### src/rtl/conv_inst_sched.sv
// Convolution instruction scheduler: turns one layer command into a sequence of
// 4-channel group instructions, handshaking each one with the conv pipeline.
module conv_inst_sched #(
  parameter int MaxAddrWidth  = 32,
  parameter int MaxPictWidth  = 9,
  parameter int MaxPixelNum   = 18,
  parameter int MaxGroupWidth = 8
) (
  input  logic                     Clk,
  input  logic                     Rst,
  input  logic                     cmd_valid_in,
  output logic                     cmd_ready_out,
  input  logic [MaxAddrWidth-1:0]  cmd_weight_base_in,
  input  logic [MaxAddrWidth-1:0]  cmd_data_base_in,
  input  logic [MaxPictWidth-1:0]  cmd_pict_size_in,
  input  logic [MaxGroupWidth-1:0] cmd_group_num_in,
  input  logic                     conv_done_in,
  output logic [MaxAddrWidth-1:0]  weight_addr0_out,
  output logic [MaxAddrWidth-1:0]  weight_addr1_out,
  output logic [MaxAddrWidth-1:0]  weight_addr2_out,
  output logic [MaxAddrWidth-1:0]  weight_addr3_out,
  output logic [MaxAddrWidth-1:0]  data_addr0_out,
  output logic [MaxAddrWidth-1:0]  data_addr1_out,
  output logic [MaxAddrWidth-1:0]  data_addr2_out,
  output logic [MaxAddrWidth-1:0]  data_addr3_out,
  output logic [MaxPictWidth-1:0]  pict_size_out,
  output logic                     conv_first_out,
  output logic                     conv_last_out,
  output logic                     inst_tag_out,
  output logic                     busy_out,
  output logic                     layer_done_out
);

  localparam logic [1:0] ST_IDLE  = 2'd0;
  localparam logic [1:0] ST_CALC  = 2'd1;
  localparam logic [1:0] ST_ISSUE = 2'd2;
  localparam logic [1:0] ST_WAIT  = 2'd3;

  localparam logic [MaxAddrWidth-1:0] KERN_STEP  = MaxAddrWidth'(9);
  localparam logic [MaxAddrWidth-1:0] GROUP_STEP = MaxAddrWidth'(36);

  logic [1:0]               state_r;
  logic [MaxAddrWidth-1:0]  wbase_r;
  logic [MaxAddrWidth-1:0]  dbase_r;
  logic [MaxPictWidth-1:0]  pict_r;
  logic [MaxPixelNum-1:0]   plane_r;
  logic [MaxGroupWidth-1:0] gcnt_r;
  logic [MaxGroupWidth-1:0] gidx_r;
  logic                     fin_r;
  logic [MaxAddrWidth-1:0]  waddr_r [4];
  logic [MaxAddrWidth-1:0]  daddr_r [4];
  logic [MaxPictWidth-1:0]  pict_out_r;
  logic                     first_r;
  logic                     last_r;
  logic                     tag_r;
  logic                     busy_r;
  logic                     ready_r;
  logic                     layer_done_r;

  logic [2*MaxPictWidth-1:0] pict_ext_s;
  logic [2*MaxPictWidth-1:0] sq_s;
  logic [MaxAddrWidth-1:0]   plane_ext_s;
  logic [MaxGroupWidth-1:0]  gcnt_in_s;
  logic                      last_grp_s;

  assign pict_ext_s  = {{MaxPictWidth{1'b0}}, cmd_pict_size_in};
  assign sq_s        = pict_ext_s * pict_ext_s;
  assign plane_ext_s = MaxAddrWidth'(plane_r);
  assign last_grp_s  = (gidx_r == (gcnt_r - MaxGroupWidth'(1)));

  // A zero group count is treated as a single group.
  always_comb begin
    gcnt_in_s = cmd_group_num_in;
    if (cmd_group_num_in == {MaxGroupWidth{1'b0}}) begin
      gcnt_in_s = MaxGroupWidth'(1);
    end else begin
      gcnt_in_s = cmd_group_num_in;
    end
  end

  // Layer sequencing FSM with registered instruction outputs.
  always_ff @(posedge Clk) begin
    if (Rst) begin
      state_r      <= ST_IDLE;
      wbase_r      <= {MaxAddrWidth{1'b0}};
      dbase_r      <= {MaxAddrWidth{1'b0}};
      pict_r       <= {MaxPictWidth{1'b0}};
      plane_r      <= {MaxPixelNum{1'b0}};
      gcnt_r       <= {MaxGroupWidth{1'b0}};
      gidx_r       <= {MaxGroupWidth{1'b0}};
      fin_r        <= 1'b0;
      for (int n = 0; n < 4; n++) begin
        waddr_r[n] <= {MaxAddrWidth{1'b0}};
        daddr_r[n] <= {MaxAddrWidth{1'b0}};
      end
      pict_out_r   <= {MaxPictWidth{1'b0}};
      first_r      <= 1'b0;
      last_r       <= 1'b0;
      tag_r        <= 1'b0;
      busy_r       <= 1'b0;
      ready_r      <= 1'b1;
      layer_done_r <= 1'b0;
    end else begin
      layer_done_r <= 1'b0;
      case (state_r)
        ST_IDLE: begin
          if (cmd_valid_in && ready_r) begin
            wbase_r <= cmd_weight_base_in;
            dbase_r <= cmd_data_base_in;
            pict_r  <= cmd_pict_size_in;
            plane_r <= MaxPixelNum'(sq_s);
            gcnt_r  <= gcnt_in_s;
            gidx_r  <= {MaxGroupWidth{1'b0}};
            fin_r   <= 1'b0;
            ready_r <= 1'b0;
            busy_r  <= 1'b1;
            state_r <= ST_CALC;
          end else begin
            ready_r <= 1'b1;
            busy_r  <= 1'b0;
          end
        end
        ST_CALC: begin
          for (int n = 0; n < 4; n++) begin
            waddr_r[n] <= wbase_r + MaxAddrWidth'(n) * KERN_STEP;
            daddr_r[n] <= dbase_r + MaxAddrWidth'(n) * plane_ext_s;
          end
          first_r    <= (gidx_r == {MaxGroupWidth{1'b0}});
          last_r     <= last_grp_s;
          pict_out_r <= pict_r;
          state_r    <= ST_ISSUE;
        end
        ST_ISSUE: begin
          tag_r   <= ~tag_r;
          state_r <= ST_WAIT;
        end
        ST_WAIT: begin
          // Last group finishes over two cycles so the done pulse never overlaps IDLE.
          if (layer_done_r) begin
            busy_r  <= 1'b0;
            ready_r <= 1'b1;
            state_r <= ST_IDLE;
          end else if (fin_r) begin
            fin_r        <= 1'b0;
            layer_done_r <= 1'b1;
          end else if (conv_done_in) begin
            if (last_grp_s) begin
              fin_r <= 1'b1;
            end else begin
              wbase_r <= wbase_r + GROUP_STEP;
              dbase_r <= dbase_r + (plane_ext_s << 2);
              gidx_r  <= gidx_r + MaxGroupWidth'(1);
              state_r <= ST_CALC;
            end
          end else begin
            state_r <= ST_WAIT;
          end
        end
        default: begin
          busy_r  <= 1'b0;
          ready_r <= 1'b1;
          state_r <= ST_IDLE;
        end
      endcase
    end
  end

  assign weight_addr0_out = waddr_r[0];
  assign weight_addr1_out = waddr_r[1];
  assign weight_addr2_out = waddr_r[2];
  assign weight_addr3_out = waddr_r[3];
  assign data_addr0_out   = daddr_r[0];
  assign data_addr1_out   = daddr_r[1];
  assign data_addr2_out   = daddr_r[2];
  assign data_addr3_out   = daddr_r[3];
  assign pict_size_out    = pict_out_r;
  assign conv_first_out   = first_r;
  assign conv_last_out    = last_r;
  assign inst_tag_out     = tag_r;
  assign busy_out         = busy_r;
  assign cmd_ready_out    = ready_r;
  assign layer_done_out   = layer_done_r;

endmodule

### config.mk
export PLATFORM = sky130hd
export DESIGN_NAME = conv_inst_sched
export DESIGN_NICKNAME = d
export VERILOG_FILES = /design/src/rtl/conv_inst_sched.sv
export SDC_FILE = /design/constraint.sdc
export NUM_CORES = 1
export LEC_CHECK = 0
export CORE_ASPECT_RATIO = 0.75
export CORE_MARGIN = 3
export CORE_UTILIZATION = 49
export DETAILED_ROUTE_END_ITERATION = 12
export GPL_TIMING_DRIVEN = 0
export PLACE_DENSITY_LB_ADDON = 0.05
export RECOVER_POWER = 50
export SETUP_SLACK_MARGIN = 0.5
export SYNTH_ARGS = -nofsm -noshare
export SYNTH_HDL_FRONTEND = slang
export SYNTH_SLANG_ARGS = --single-unit
### constraint.sdc
create_clock -name Clk -period 6.8 [get_ports Clk]
set_clock_uncertainty 0.2 [all_clocks]
set_input_delay 0.68 -clock Clk [delete_from_list [all_inputs] [get_ports Clk]]
set_output_delay 0.68 -clock Clk [all_outputs]
set_load 0.03 [all_outputs]
# After elaboration in Yosys (flattened, before gate mapping)
# Memory sizes are Yosys's and may differ from the RTL's.
# Cells that the tools add are included.
# Widths: inputs -> output; s select.
[totals]
ff_bits = 125
ramBits = 256
input_bits = 85
output_inout_bits = 271
word_cells = 113
mem_count = 2
[memory_table]
columns = ["name", "depth", "word_bits", "rd", "rd_clocked_by_memory_dff", "write_ports", "line", "source"]
rows = [
  ["daddr_r", 4, 32, 4, 0, 4, "51", "logic [MaxAddrWidth-1:0] daddr_r [4];"],
  ["waddr_r", 4, 32, 4, 0, 4, "50", "logic [MaxAddrWidth-1:0] waddr_r [4];"],
]
[op_classes]
n_addsub = 10
multipliers = 2
eq_ne = 12
n_mux = 51
n_bitwise = 10
n_reduce_logical = 11
[op_table]
columns = ["operator", "count"]
rows = [
  ["$mux 32", 18],
  ["$pmux 32 s2", 2],
  ["$add 32x20->32", 2],
  ["$add 32x5->32 const B", 2],
  ["$mux 8", 6],
  ["$add 32x18->32", 1],
  ["$add 32x19->32", 1],
  ["$add 32x4->32 const B", 1],
  ["$add 32x6->32 const B", 1],
  ["$mul 2x18->20 const A", 1],
  ["$mul 9x9->18", 1],
  ["$logic_not 8->1", 2],
  ["$pmux 8 s2", 1],
  ["$mux 1", 15],
  ["$ne 2x2->1 const B", 6],
  ["$mux 2", 5],
  ["$add 8x1->8 const B", 1],
  ["$eq 8x8->1", 1],
  ["$or 1x1->1", 8],
  ["$pmux 2 s4", 1],
  ["$sub 8x1->8 const B", 1],
  ["$pmux 1 s2", 3],
  ["$reduce_and 3->1", 2],
  ["$reduce_and 6->1", 1],
  ["other kinds (10)", 13],
]

# Longest topological paths before layout
[depth]
depth_word = 7
ltp_mapped = 20

# Worst setup path before layout
# No wires, ideal clock.
[synth_path]
kind = "flip-flop to flip-flop"
from = "register state_r[0]"
to = "memory daddr_r[0][0], enable pin"
setup_time_ns = 0.602
arrival_ns = 5.801
t_required_ns = 5.998
setup_slack_ns = 0.197
stages_incl_launch_ff = 5
n_path_buf = 2
period_less_slack_ns = 6.603
path_cell_list = "dfxtp_1 -> clkbuf_1 -> a21oi_1 -> clkbuf_1 -> inv_1"
[synth_rtl]
columns = ["item", "line", "source"]
rows = [
  ["from (decl)", "42", "logic [1:0] state_r;"],
  ["from (signal assigned)", "84", "state_r <= ST_IDLE;"],
  ["from (signal assigned)", "117", "state_r <= ST_CALC;"],
  ["from (signal assigned)", "131", "state_r <= ST_ISSUE;"],
  ["to (decl)", "51", ""],
]

# Worst setup path in the final report
[layout_path]
from = "input cmd_pict_size_in[1]"
to = "register plane_r[16]"
[layout_via]
elab_chain_len = 1
[layout_lines]
columns = ["item", "line", "source"]
rows = [
  ["from (decl)", "15", "input logic [MaxPictWidth-1:0] cmd_pict_size_in,"],
  ["$mul 9x9->18", "67", "assign sq_s = pict_ext_s * pict_ext_s;"],
  ["to (signal assigned)", "88", "plane_r <= {MaxPixelNum{1'b0}};"],
  ["to (signal assigned)", "111", "plane_r <= MaxPixelNum'(sq_s);"],
  ["to (decl)", "46", "logic [MaxPixelNum-1:0] plane_r;"],
]
# No other way between the ends.
# A chain may end at the register's enable or synchronous reset.

==> results.txt <==
----------------------------------------------------
[Status]
  Outcome ... finished, violations left
  Violated checks ... capacitance limit, slew limit

[Yosys]
  Cell types with the largest area share after synthesis ... sky130_fd_sc_hd__edfxtp_1, sky130_fd_sc_hd__dfxtp_1, sky130_fd_sc_hd__ha_1, sky130_fd_sc_hd__nor2_1, sky130_fd_sc_hd__fa_1
  Cell area after technology mapping ... 22,400 um^2
  Post-synthesis cell type with the largest combined area ... sky130_fd_sc_hd__edfxtp_1
  Main flop type after synthesis ... sky130_fd_sc_hd__edfxtp_1
  Async set-reset flop share out of synthesis ... 0%
  Synth Instances ... 2,337
  Number of nets in the synthesized netlist ... 2,589
  Sequential share of the synthesized area ... 44.8%
  Unique cell type count in the Yosys netlist ... 80
  Warnings, synthesis ... 0
  Yosys reg bits ... 375
  Portion of synthesized cell area occupied by the leading cell type ... 33.8%
  Synthesized area per cell ... 9.58 um^2
  EDFF count, synth ... 252

[Global routing]
  Antenna violations before repair ... 7
  Grt met1 use ... 49.0%
  GR met3 Demand/Resource ... 7.90%
  Wire length of the first global-routing pass ... 118 mm
  Global-route usage over all layers ... 32.6%
  Vias in the first global route ... 19,200
  Total congestion overflow ... 0
  GR met2 Demand/Resource ... 46.0%
  Pin count of the biggest net entering global routing ... 48
  Layer carrying the most global-route usage ... met1

[Cells and area]
  Share of cells above drive strength 1 ... 3.86%
  Signed area change from the synthesized netlist to the final layout ... 25.3%
  Commonest non-fill, non-tap cell in the layout ... sky130_fd_sc_hd__nor2_1
  Final standard cell utilization of the core ... 62.4%
  Top library cells by usage in the layout, fill and taps aside ... sky130_fd_sc_hd__nor2_1, sky130_fd_sc_hd__dlygate4sd3_1, sky130_fd_sc_hd__nand2_1
  Final nets ... 2,991

[Worst setup path]
  Launching element type of the critical path ... input pin
  Logic depth of the worst register-to-register path ... 10
  Required time of the worst setup path ... 7070 ps
  Critical Path End Type ... register
  Reg-to-reg endpoint ... daddr_r[0][30]
  Startpoint-to-endpoint class of the critical path ... input pin to register
  Reg2Reg Setup Slack ... 1970 ps
  Reg2reg start ... state_r[1]
  Worst Path Buf+Inv ... 6
  CP max FO ... 10
  CP cell instances ... clkdlybuf4s50_1 > buf_1 > and2_1 > inv_1 > fa_1 > inv_1 > fa_1 > inv_1 > fa_1 > fa_1 > inv_1 > ha_1 > o21ai_1 > a21boi_0 > o41a_1 > a41o_1 > o41a_1 > xor2_1 > a22o_1
  Largest stage delay on the critical path ... 600 ps
  Cell family with most CP delay ... adder cells
  Arrival time of data at the critical path endpoint ... 6280 ps
  Slowest stage cell, crit path ... sky130_fd_sc_hd__fa_1

[Place]
  Port-buffer cells ... 354
  Placed wire-length estimate ... 61.7 mm
  Final GP Congestion ... 0.966

[Hold path]
  Worst min path class ... register to register
  Cells on Worst Hold Path ... 2
  Hold wc startpoint ... pict_r[8]
  Worst hold path endpoint ... pict_r[8]

[Floorplanning]
  Core Area ... 44,900 um^2
  Starting density of the core ... 49.8%
  Chip Width ... 253 um
  Floorplan die area ... 48,300 um^2
  I/O Pins ... 356
  Die extent in y ... 191 um
  Number of core rows ... 67

[Timing]
  Max-slew violation count ... 6
  Minimum period implied by the final worst setup slack ... 6000 ps
  Final critical-path share of the clock period ... 88.3%
  Highest achievable clock rate ... 167 MHz
  Setup TNS after final layout ... 0 ps
  Slew @ Worst Pin ... 1540 ps
  Unrepaired setup endpoints after global routing ... false
  Total count of hold-check failures in the final report ... 0
  Max-slew headroom ... -3.62%
  Count of final setup violators ... 0

[Drt]
  Overall via count from detail_route ... 20,000
  1st-pass router iterations ... 6
  Number of nets with antenna violations after routing ... 0
  Routed length per placed instance ... 23.8 um
  Number of remaining DRC errors ... 0
  Post-detailed-route via-to-cell ratio ... 5.96
  Sum of routed wire length over all layers ... 80.0 mm
  Number of violations reported at the end of detailed-routing iteration 0 ... 2,259

[Clock tree]
  TritonCTS clock tree ... yes
  Number of hold buffers added after CTS ... 0
  Maximum buffer depth of the clock tree ... 3
  Later-pin clock latency in the skew report ... 590 ps
  Clock buffer count from CTS ... 40
  Clock transition at path regs ... 60 ps
  CTS sink count ... 375
  Clock tree root buffer cell ... sky130_fd_sc_hd__clkbuf_16
  Level count of the clock H-tree ... 2
  CTS-repair resized insts ... 0
  Post-CTS setup buffers ... 0

[Power and ir drop]
  Clock power share ... 29.6%
  Design internal power ... 4.92 mW
  Logic gate share of total power ... 33.2%
  Portion of total power attributed to sequential cells ... 37.2%
  Leakage power ... 11.2 nW
  Fraction of power spent switching nets ... 36.7%
  Peak supply drop ... 0.191 mV
  Pwr Density ... 277 nW/um^2
  Sw Pwr ... 2.86 mW

[Job]
  # Max-Cap Violations ... 1

----------------------------------------------------
[logic make-up (layout without fill, tap and decap cells)]
kind of cell | count (synthesis) | count (layout) | synth area share (%)
buf+inv | 235 | 669 | 4.24
compound gates | 454 | 454 | 13.3
simple gates | 919 | 919 | 19.3
mux | 25 | 25 | 1.12
xor+xnor | 162 | 162 | 6.34
other cells | 0 | 4 | 0
fa+ha+maj | 167 | 167 | 11.0
flops | 375 | 375 | 44.8
[cell usage after synthesis (17+ instances only)]
cell                       number
sky130_fd_sc_hd__nand3_1       56
sky130_fd_sc_hd__inv_1        105
sky130_fd_sc_hd__a21o_1        23
sky130_fd_sc_hd__nor3_1        66
sky130_fd_sc_hd__edfxtp_1     252
sky130_fd_sc_hd__ha_1         118
sky130_fd_sc_hd__nor2_1       293
sky130_fd_sc_hd__o21ai_0      101
sky130_fd_sc_hd__a21oi_1      143
sky130_fd_sc_hd__nand4_1       27
sky130_fd_sc_hd__a31oi_1       25
sky130_fd_sc_hd__a211oi_1      22
sky130_fd_sc_hd__fa_1          49
sky130_fd_sc_hd__dfxtp_1      123
sky130_fd_sc_hd__clkbuf_1      98
sky130_fd_sc_hd__or3_1         20
sky130_fd_sc_hd__xnor2_1       77
sky130_fd_sc_hd__nor2b_1       19
sky130_fd_sc_hd__and2_1        92
sky130_fd_sc_hd__nand2_1      253
sky130_fd_sc_hd__nor4_1        17
sky130_fd_sc_hd__xor2_1        85
sky130_fd_sc_hd__and3_1        23
sky130_fd_sc_hd__mux2i_1       25
[flip-flops by register name, indices dropped and copies added (netlist names)]
name and cells:
daddr_r 126, waddr_r 126, dbase_r 32, wbase_r 32
plane_r 16, pict_r 9, pict_size_out 9, gcnt_r 8
gidx_r 8, state_r 2, busy_out 1, cmd_ready_out 1
conv_first_out 1, conv_last_out 1, fin_r 1, inst_tag_out 1
layer_done_out 1
[layer usage]
metal  wire [um]  vias up
met5          28        -
met4        2520        4
met3        9200      156
met2       32200     1148
met1       36000     9678
li1            -     9050
[per-stage QoR]
stage | hold slack (ps) | area (um^2) | cells | setup WS (ps) | total power, mW
6_report | 257 | 28100 | 3361 | 798 | 7.78
5_1_grt | 282 | 28100 | 3361 | 593 | 8.15
4_1_cts | 256 | 28100 | 3357 | 866 | 7.82
3_5_place_dp | 248 | 26800 | 3283 | 267 | 5.54
3_3_place_gp | 243 | 26700 | 3277 | -1380 | 5.49
2_1_floorplan | 236 | 22400 | 2337 | 1130 | 4.64
[how the worst max path moves through the flow]
stage | start | end | slack (ps) | depth (start not counted)
after CTS | cmd_pict_size_in[1] | plane_r[16] | 870 | 19
final | cmd_pict_size_in[1] | plane_r[16] | 800 | 19
after global routing | cmd_pict_size_in[1] | plane_r[16] | 590 | 19
after floorplan | Rst | daddr_r[0][0] | 1130 | 3
after detailed placement | cmd_pict_size_in[1] | plane_r[16] | 270 | 19
after global placement | Rst | daddr_r[1][14] | -1380 | 4
[layout make-up]
type / instances / area [um^2]
Tap cell: 586 / 733
Timing Repair Buffer: 360 / 3660
Sequential cell: 375 / 10000
Clock inverter: 25 / 270
Inverter: 106 / 399
Antenna cell: 4 / 10.0
Buffer: 129 / 513
Clock buffer: 49 / 1080
Multi-Input combinational cell: 1727 / 11400
Fill cell: 3785 / 16900
[power by group through the flow]
stage	combinational (mW)	clock, mW	sequential (mW)
3_3_place_gp	2.53	0	2.96
4_1_cts	2.61	2.32	2.89
6_report	2.58	2.30	2.90
2_1_floorplan	1.48	0	3.15
5_1_grt	2.83	2.40	2.91
3_5_place_dp	2.60	0	2.94
[worst min-delay path, stage by stage, from the launching register on]
cell and delay, ps:
sky130_fd_sc_hd__dfxtp_1 310, sky130_fd_sc_hd__nand2_1 50, sky130_fd_sc_hd__a21oi_1 50
Power figures use the tool's default switching activity.
